File: config.mk
export PLATFORM = sky130hd
export DESIGN_NAME = arf062b064e1r1w0cbbehsaa4acw_bist_march_seq
export DESIGN_NICKNAME = d
export VERILOG_FILES = /design/src/rtl/arf062b064e1r1w0cbbehsaa4acw_bist_pkg.sv /design/src/rtl/arf062b064e1r1w0cbbehsaa4acw_bist_addr_cnt.sv /design/src/rtl/arf062b064e1r1w0cbbehsaa4acw_bist_march_seq.sv
export SDC_FILE = /design/constraint.sdc
export NUM_CORES = 1
export LEC_CHECK = 0
export ABC_AREA = 1
export CORE_MARGIN = 2
export CORE_UTILIZATION = 55
export CTS_CLUSTER_DIAMETER = 200
export DETAILED_ROUTE_END_ITERATION = 7
export DONT_BUFFER_PORTS = 1
export GPL_TIMING_DRIVEN = 0
export HOLD_SLACK_MARGIN = 0.02
export PLACE_DENSITY = 0.7
export SYNTH_ARGS = -nofsm -noshare
export SYNTH_HDL_FRONTEND = slang
export SYNTH_SLANG_ARGS = --single-unit
File: constraint.sdc
create_clock -name clk -period 2.5 [get_ports clk]
set_clock_uncertainty 0.2 [all_clocks]
set_input_delay 0.375 -clock clk [delete_from_list [all_inputs] [get_ports clk]]
set_output_delay 0.375 -clock clk [all_outputs]
set_load 0.02 [all_outputs]
File: src/rtl/arf062b064e1r1w0cbbehsaa4acw_bist_pkg.sv
// Shared types and constants for the March C- BIST sequencer.
package arf062b064e1r1w0cbbehsaa4acw_bist_pkg;

  typedef enum logic [3:0] {
    StIdle,
    StW0Up,
    StR0W1Up,
    StR1W0Up,
    StR0W1Dn,
    StR1W0Dn,
    StR0Dn,
    StDrain,
    StDone
  } bist_state_t;

  typedef logic [2:0] elem_t;

  localparam elem_t ElemW0U   = 3'd0;
  localparam elem_t ElemR0W1U = 3'd1;
  localparam elem_t ElemR1W0U = 3'd2;
  localparam elem_t ElemR0W1D = 3'd3;
  localparam elem_t ElemR1W0D = 3'd4;
  localparam elem_t ElemR0D   = 3'd5;

  // Background patterns are all-0 or all-1, so one polarity bit describes a whole word.
  localparam logic PatAll0 = 1'b0;
  localparam logic PatAll1 = 1'b1;

  function automatic elem_t state_elem(input bist_state_t s);
    case (s)
      StR0W1Up: return ElemR0W1U;
      StR1W0Up: return ElemR1W0U;
      StR0W1Dn: return ElemR0W1D;
      StR1W0Dn: return ElemR1W0D;
      StR0Dn:   return ElemR0D;
      default:  return ElemW0U;
    endcase
  endfunction

  // Value a read in this element expects.
  function automatic logic state_rd_pol(input bist_state_t s);
    return (s == StR1W0Up || s == StR1W0Dn) ? PatAll1 : PatAll0;
  endfunction

  // Value the write phase of this element stores.
  function automatic logic state_wr_pol(input bist_state_t s);
    return (s == StR0W1Up || s == StR0W1Dn) ? PatAll1 : PatAll0;
  endfunction

  function automatic logic state_is_dn(input bist_state_t s);
    return (s == StR0W1Dn || s == StR1W0Dn || s == StR0Dn);
  endfunction

  // Read/write element that follows a completed read/write element.
  function automatic bist_state_t next_elem(input bist_state_t s);
    case (s)
      StR0W1Up: return StR1W0Up;
      StR1W0Up: return StR0W1Dn;
      StR0W1Dn: return StR1W0Dn;
      default:  return StR0Dn;
    endcase
  endfunction

endpackage

File: src/rtl/arf062b064e1r1w0cbbehsaa4acw_bist_addr_cnt.sv
// Up/down BIST address counter with clear, load-to-start and terminal count.
module arf062b064e1r1w0cbbehsaa4acw_bist_addr_cnt #(
  parameter int unsigned NUM_ENTRIES = 62,
  parameter int unsigned ADDR_W      = $clog2(NUM_ENTRIES)
) (
  input  logic              clk,
  input  logic              rst,
  input  logic              clr_i,
  input  logic              load_i,
  input  logic              load_dn_i,
  input  logic              en_i,
  input  logic              dn_i,
  output logic [ADDR_W-1:0] cnt_o,
  output logic              tc_o
);

  localparam logic [ADDR_W-1:0] Last = ADDR_W'(NUM_ENTRIES - 1);

  logic [ADDR_W-1:0] cnt_q, cnt_d;

  // Clear beats load beats step; a load picks the start address of the new direction.
  always_comb begin
    cnt_d = cnt_q;
    if (clr_i) begin
      cnt_d = '0;
    end else if (load_i) begin
      cnt_d = load_dn_i ? Last : '0;
    end else if (en_i) begin
      cnt_d = dn_i ? cnt_q - 1'b1 : cnt_q + 1'b1;
    end
  end

  // Counter register.
  always_ff @(posedge clk or posedge rst) begin
    if (rst) cnt_q <= '0;
    else     cnt_q <= cnt_d;
  end

  assign cnt_o = cnt_q;
  assign tc_o  = dn_i ? (cnt_q == '0) : (cnt_q == Last);

endmodule

File: src/rtl/arf062b064e1r1w0cbbehsaa4acw_bist_march_seq.sv
// March C- BIST sequencer for the 1R1W array.
// Optional first-fail capture ports are built when
// ARF062B064E1R1W0CBBEHSAA4ACW_BIST_FAIL_CAPTURE_EN is defined.
module arf062b064e1r1w0cbbehsaa4acw_bist_march_seq
  import arf062b064e1r1w0cbbehsaa4acw_bist_pkg::*;
#(
  parameter int unsigned NUM_ENTRIES = 62,
  parameter int unsigned ADDR_W      = $clog2(NUM_ENTRIES),
  parameter int unsigned DATA_W      = 64,
  parameter int unsigned RD_LAT      = 1
) (
  input  logic              clk,
  input  logic              rst,
  input  logic              bist_start,
  input  logic [DATA_W-1:0] bist_rd_data,
  output logic [ADDR_W-1:0] bist_addr,
  output logic              bist_wr_en,
  output logic              bist_rd_en,
  output logic [DATA_W-1:0] bist_wdata,
  output logic              bist_busy,
  output logic              bist_done,
`ifdef ARF062B064E1R1W0CBBEHSAA4ACW_BIST_FAIL_CAPTURE_EN
  output logic [ADDR_W-1:0] bist_fail_addr,
  output logic [2:0]        bist_fail_elem,
`endif
  output logic              bist_fail
);

  bist_state_t       state_q, state_d;
  logic              phase_q, phase_d;  // 0: read phase, 1: write phase of an RxWy element
  logic [2:0]        drain_q, drain_d;
  logic              rd_en_q, rd_en_d, wr_en_q, wr_en_d;
  logic [DATA_W-1:0] wdata_q, wdata_d;
  logic              busy_q, busy_d, done_q, done_d, fail_q, fail_d;
  logic              wpol, start_acc, miss;
  logic              cnt_clr, cnt_load, cnt_load_dn, cnt_en, cnt_tc;

  // Compare pipeline: valid and expected polarity per read in flight.
  logic [RD_LAT-1:0] pv_q, pv_d, pp_q, pp_d;

  arf062b064e1r1w0cbbehsaa4acw_bist_addr_cnt #(
    .NUM_ENTRIES(NUM_ENTRIES),
    .ADDR_W     (ADDR_W)
  ) u_addr_cnt (
    .clk      (clk),
    .rst      (rst),
    .clr_i    (cnt_clr),
    .load_i   (cnt_load),
    .load_dn_i(cnt_load_dn),
    .en_i     (cnt_en),
    .dn_i     (state_is_dn(state_q)),
    .cnt_o    (bist_addr),
    .tc_o     (cnt_tc)
  );

  assign miss = pv_q[RD_LAT-1] && (bist_rd_data != {DATA_W{pp_q[RD_LAT-1]}});

  // Next operation and the registered array controls that present it.
  always_comb begin
    state_d     = state_q;
    phase_d     = phase_q;
    drain_d     = drain_q;
    cnt_clr     = 1'b0;
    cnt_load    = 1'b0;
    cnt_load_dn = 1'b0;
    cnt_en      = 1'b0;
    start_acc   = 1'b0;
    unique case (state_q)
      StIdle, StDone: begin
        if (bist_start) begin
          state_d   = StW0Up;
          phase_d   = 1'b0;
          cnt_load  = 1'b1;
          start_acc = 1'b1;
        end
      end
      StW0Up: begin
        if (cnt_tc) begin
          state_d  = StR0W1Up;
          cnt_load = 1'b1;
        end else begin
          cnt_en = 1'b1;
        end
      end
      StR0W1Up, StR1W0Up, StR0W1Dn, StR1W0Dn: begin
        if (!phase_q) begin
          phase_d = 1'b1;
        end else begin
          phase_d = 1'b0;
          if (cnt_tc) begin
            state_d     = next_elem(state_q);
            cnt_load    = 1'b1;
            cnt_load_dn = state_is_dn(state_d);
          end else begin
            cnt_en = 1'b1;
          end
        end
      end
      StR0Dn: begin
        if (cnt_tc) begin
          state_d = StDrain;
          cnt_clr = 1'b1;
          drain_d = '0;
        end else begin
          cnt_en = 1'b1;
        end
      end
      StDrain: begin
        if (drain_q == 3'(RD_LAT - 1)) state_d = StDone;
        else                           drain_d = drain_q + 3'd1;
      end
      default: state_d = StIdle;
    endcase

    rd_en_d = 1'b0;
    wr_en_d = 1'b0;
    wpol    = PatAll0;
    unique case (state_d)
      StW0Up: wr_en_d = 1'b1;
      StR0W1Up, StR1W0Up, StR0W1Dn, StR1W0Dn: begin
        if (!phase_d) begin
          rd_en_d = 1'b1;
        end else begin
          wr_en_d = 1'b1;
          wpol    = state_wr_pol(state_d);
        end
      end
      StR0Dn:  rd_en_d = 1'b1;
      default: ;
    endcase
    wdata_d = {DATA_W{wpol & wr_en_d}};
    busy_d  = !(state_d == StIdle || state_d == StDone);
    done_d  = (state_d == StDone);
    fail_d  = start_acc ? 1'b0 : (fail_q | miss);
  end

  // Sequencer state and registered outputs.
  always_ff @(posedge clk or posedge rst) begin
    if (rst) begin
      state_q <= StIdle;
      phase_q <= 1'b0;
      drain_q <= '0;
      rd_en_q <= 1'b0;
      wr_en_q <= 1'b0;
      wdata_q <= '0;
      busy_q  <= 1'b0;
      done_q  <= 1'b0;
      fail_q  <= 1'b0;
    end else begin
      state_q <= state_d;
      phase_q <= phase_d;
      drain_q <= drain_d;
      rd_en_q <= rd_en_d;
      wr_en_q <= wr_en_d;
      wdata_q <= wdata_d;
      busy_q  <= busy_d;
      done_q  <= done_d;
      fail_q  <= fail_d;
    end
  end

  // Shift the read currently on the array into the compare pipeline.
  always_comb begin
    pv_d    = pv_q;
    pp_d    = pp_q;
    pv_d[0] = rd_en_q;
    pp_d[0] = state_rd_pol(state_q);
    for (int i = 1; i < RD_LAT; i++) begin
      pv_d[i] = pv_q[i-1];
      pp_d[i] = pp_q[i-1];
    end
  end

  // Compare pipeline register.
  always_ff @(posedge clk or posedge rst) begin
    if (rst) begin
      pv_q <= '0;
      pp_q <= '0;
    end else begin
      pv_q <= pv_d;
      pp_q <= pp_d;
    end
  end

`ifdef ARF062B064E1R1W0CBBEHSAA4ACW_BIST_FAIL_CAPTURE_EN
  logic [ADDR_W-1:0] pa_q [RD_LAT];
  elem_t             pe_q [RD_LAT];
  logic [ADDR_W-1:0] fail_addr_q;
  elem_t             fail_elem_q;

  // Carry address/element with each read; latch only the first miscompare of a run.
  always_ff @(posedge clk or posedge rst) begin
    if (rst) begin
      for (int i = 0; i < RD_LAT; i++) begin
        pa_q[i] <= '0;
        pe_q[i] <= ElemW0U;
      end
      fail_addr_q <= '0;
      fail_elem_q <= ElemW0U;
    end else begin
      pa_q[0] <= bist_addr;
      pe_q[0] <= state_elem(state_q);
      for (int i = 1; i < RD_LAT; i++) begin
        pa_q[i] <= pa_q[i-1];
        pe_q[i] <= pe_q[i-1];
      end
      if (start_acc) begin
        fail_addr_q <= '0;
        fail_elem_q <= ElemW0U;
      end else if (miss && !fail_q) begin
        fail_addr_q <= pa_q[RD_LAT-1];
        fail_elem_q <= pe_q[RD_LAT-1];
      end
    end
  end

  assign bist_fail_addr = fail_addr_q;
  assign bist_fail_elem = fail_elem_q;
`endif

  assign bist_rd_en = rd_en_q;
  assign bist_wr_en = wr_en_q;
  assign bist_wdata = wdata_q;
  assign bist_busy  = busy_q;
  assign bist_done  = done_q;
  assign bist_fail  = fail_q;

endmodule

==> impl_metrics.sql <==
INSERT INTO impl_metrics (metric_group, metric, value, unit) VALUES
('status', 'result_of_the_run', 'finished clean', ''),
('power', 'share_clk_of_total_power', '0.239', ''),
('power', 'p_leak', '1.42', 'nW'),
('floorplan', 'floorplan.core_area', '4380', 'um2'),
('floorplan', 'fp.dieH', '71.5', 'um'),
('power', 'power.share.combinational', '0.336', ''),
('floorplan', 'boundaryPins', '142', ''),
('yosys', 'ys_types', '37', ''),
('floorplan', 'dieWidth', '71.5', 'um'),
('clock_network', 'cts_inserted_buffers', '3', ''),
('sta', 'setup_ws', '0.223', 'ns'),
('sta', 'setup_viol', '0', ''),
('clock_network', 'cts_tree', 'built', ''),
('yosys', 'synth.most_common_cell', 'nand2_1', ''),
('layout', 'areaGrowthSynthToFinish', '5.99', '%'),
('clock_network', 'clock_tree.htree_level_count', '1', ''),
('yosys', 'postSynth.topFlopCell', 'dfrtp_1', ''),
('layout', 'postLayoutCellArea', '2660', 'um2'),
('worst_setup_path', 'worst-endpoint-arrival', '2.29', 'ns'),
('clock_network', 'cts.sinks', '22', ''),
('layout', 'antenna_cells', '0', ''),
('worst_setup_path', 'highest_net_fanout_along_the_worst_path', '6', ''),
('yosys', 'synth_seq_area_share', '0.220', ''),
('sta', 'worst_slew_pin_slew', '1.01', 'ns'),
('sta', 'timing.slew.headroom', '0.328', ''),
('floorplan', 'rows', '24', ''),
('yosys', 'synth_area_leaders', 'dfrtp_1 (22%), buf_4 (19%), nand2_1 (11%)', ''),
('power', 'power.share.sequential', '0.425', ''),
('layout', 'final_layout_size_suffix_gt1_frac', '0.302', ''),
('route', 'drt_iter0_drc', '66', ''),
('yosys', 'ys_top_cells_by_count', 'nand2_1 (76), buf_4 (63), inv_1 (34), nor2_1 (33), nand3_1 (28)', ''),
('worst_setup_path', 'critPathMaxStageDelay', '0.47', 'ns'),
('flow_run', 'total_of_max_cap_violations', '0', ''),
('grt', 'grt_start_max_net_pins', '65', ''),
('yosys', 'synth-edff-count', '0', ''),
('sta', 'max_clock_freq', '439', 'MHz'),
('clock_network', 'clock-root-buffer', 'clkbuf_8', ''),
('floorplan', 'area_of_the_die', '5110', 'um2'),
('yosys', 'synthesis.area', '2510', 'um2'),
('yosys', 'post_synth.cell_area_avg', '6.98', 'um2'),
('route', 'average_wire_per_cell_in_the_routed_design', '13.1', 'um'),
('power', 'cellPowerDensity', '529', 'nW/um2'),
('grt', 'first_global_vias', '2000', ''),
('route', 'detail_route.drc_violations', '0', ''),
('worst_setup_path', 'worst_ep_required_time', '2.51', 'ns'),
('yosys', 'synth_area_leader_cell', 'dfrtp_1', ''),
('clock_network', 'clk_transition_reported_paths', '0.09', 'ns'),
('yosys', 'synth-warning-count', '0', ''),
('route', 'drt-vias-per-instance', '5.01', ''),
('yosys', 'ys_ff_latch', '22', ''),
('route', 'drt_pass1_iterations', '4', ''),
('yosys', 'async_reset_ff_frac', '1.00', ''),
('clock_network', 'cts.path.max_buffers', '2', ''),
('grt', 'grt_first_pass_wirelength', '8940', 'um'),
('hold_path', 'hold_path_class', 'in2reg', ''),
('yosys', 'synth_cells', '359', ''),
('route', 'wirelength', '5460', 'um'),
('worst_setup_path', 'crit_chain', 'nand2_4, clkinv_2, nor2_4, ha_1, a21oi_1, nand2_1, a21oi_1, o21bai_1, nand2_1, nand2_1, o21ai_1, nand2_1, nand2_1', ''),
('power', 'power.switching', '0.582', 'mW'),
('sta', 'sum_of_negative_setup_slack', '0', 'ns'),
('placement', 'numPortBuffers', '0', ''),
('power', 'ir_drop', '0.484', 'mV'),
('worst_setup_path', 'worst_setup_start_kind', 'flop', ''),
('clock_network', 'worst_skew_pair.late_latency', '0.26', 'ns'),
('route', 'ant_nets', '0', ''),
('grt', 'antenna_found_initial', '0', ''),
('sta', 'final_period_minus_worst_setup_slack', '2.28', 'ns'),
('worst_setup_path', 'end_kind', 'flop', ''),
('sta', 'period_share', '0.911', ''),
('worst_setup_path', 'timing_worst_setup_path_type', 'reg2reg', ''),
('sta', 'drv_slew', '0', '');
==> cell families after synthesis <==
group,share of synthesized area
compound gates,0.0704
fa+ha+maj,0.0379
simple gates,0.409
flops,0.220
buf+inv,0.253
xor+xnor,0.0105
==> cells in the final DEF, fill, tap and decap left out, types with 4 or more instances in the layout <==
cell type / count
o21ai_0: 5
a21oi_1: 5
ha_1: 6
nor2_1: 33
dfrtp_1: 19
nand2_1: 76
nand2_2: 6
inv_1: 34
nand4_1: 11
nand3_1: 28
inv_2: 5
nor2_4: 4
nand2_4: 8
nor3_1: 17
buf_4: 63
==> flip-flops by register name (all words and copies together), names as in the netlist <==
signal	cells
pv_q	1
drain_q	3
pp_q	1
state_q	4
phase_q	1
bist_wr_en	1
bist_wdata	1
bist_busy	1
bist_done	1
bist_fail	1
u_addr_cnt.cnt_o	6
bist_rd_en	1
==> layer usage <==
metal,wire (um),GRT usage,vias to the layer above,share of wire
li1,-,-,1109,-
met1,2240,0.265,897,0.41
met2,2830,0.392,74,0.52
met3,359,0.0211,6,0.066
met4,35,0.0440,0,0.0064
met5,0,0,-,0
==> power groups by stage <==
| stage | clock [mW] | combinational (mW) | sequential (mW) |
|---|---|---|---|
| 6_report | 0.336 | 0.472 | 0.598 |
| 5_1_grt | 0.355 | 0.550 | 0.611 |
| 4_1_cts | 0.345 | 0.477 | 0.597 |
| 2_1_floorplan | 0 | 0.398 | 0.577 |
| 3_5_place_dp | 0 | 0.474 | 0.602 |
| 3_3_place_gp | 0 | 0.454 | 0.605 |
==> cell type report <==
class	count	area [um2]
multi-input cells	232	1320
flip-flops and latches	22	554
well taps	52	65.1
clock inverters	1	30.0
clock buffers	3	41.3
fillers	401	1730
inverters	40	151
repair buffers	1	10.0
plain buffers	65	482
==> worst paths after layout <==
path                       cells after the start        from  slack [ns]                   to
max                                           13  state_q[1]        0.22  u_addr_cnt.cnt_o[5]
min                                            2  bist_start        0.13            bist_done
max reg2reg                                   13  state_q[1]        0.22  u_addr_cnt.cnt_o[5]
min reg2reg                                    2        pv_q        0.30            bist_fail
max in group asynchronous                      2         rst        1.01           state_q[0]
min in group asynchronous                      2         rst        0.51  u_addr_cnt.cnt_o[0]
==> what timing repair did <==
action	in CTS	in global routing
hold buffers	1	0
setup endpoints to repair	0	1
endpoints found under the hold margin	22	0
resized for setup	0	2
==> through the flow <==
| stage | cells | util | total power, mW |
|---|---|---|---|
| floorplan | 359 | - | 0.974 |
| detailed placement | 411 | 0.587 | 1.08 |
| finish | 416 | 0.606 | 1.41 |
| global route | 416 | 0.606 | 1.52 |
| CTS | 416 | 0.605 | 1.42 |
| global placement | 411 | 0.586 | 1.06 |
==> worst max-delay path, delay by kind of cell (launching register included) <==
kind            cells  cell delay (ns)
simple gates        7             0.62
compound gates      4             0.52
flops               1             0.47
fa+ha+maj           1             0.32
buf+inv             1             0.09
(Power assumes the default switching activity.)
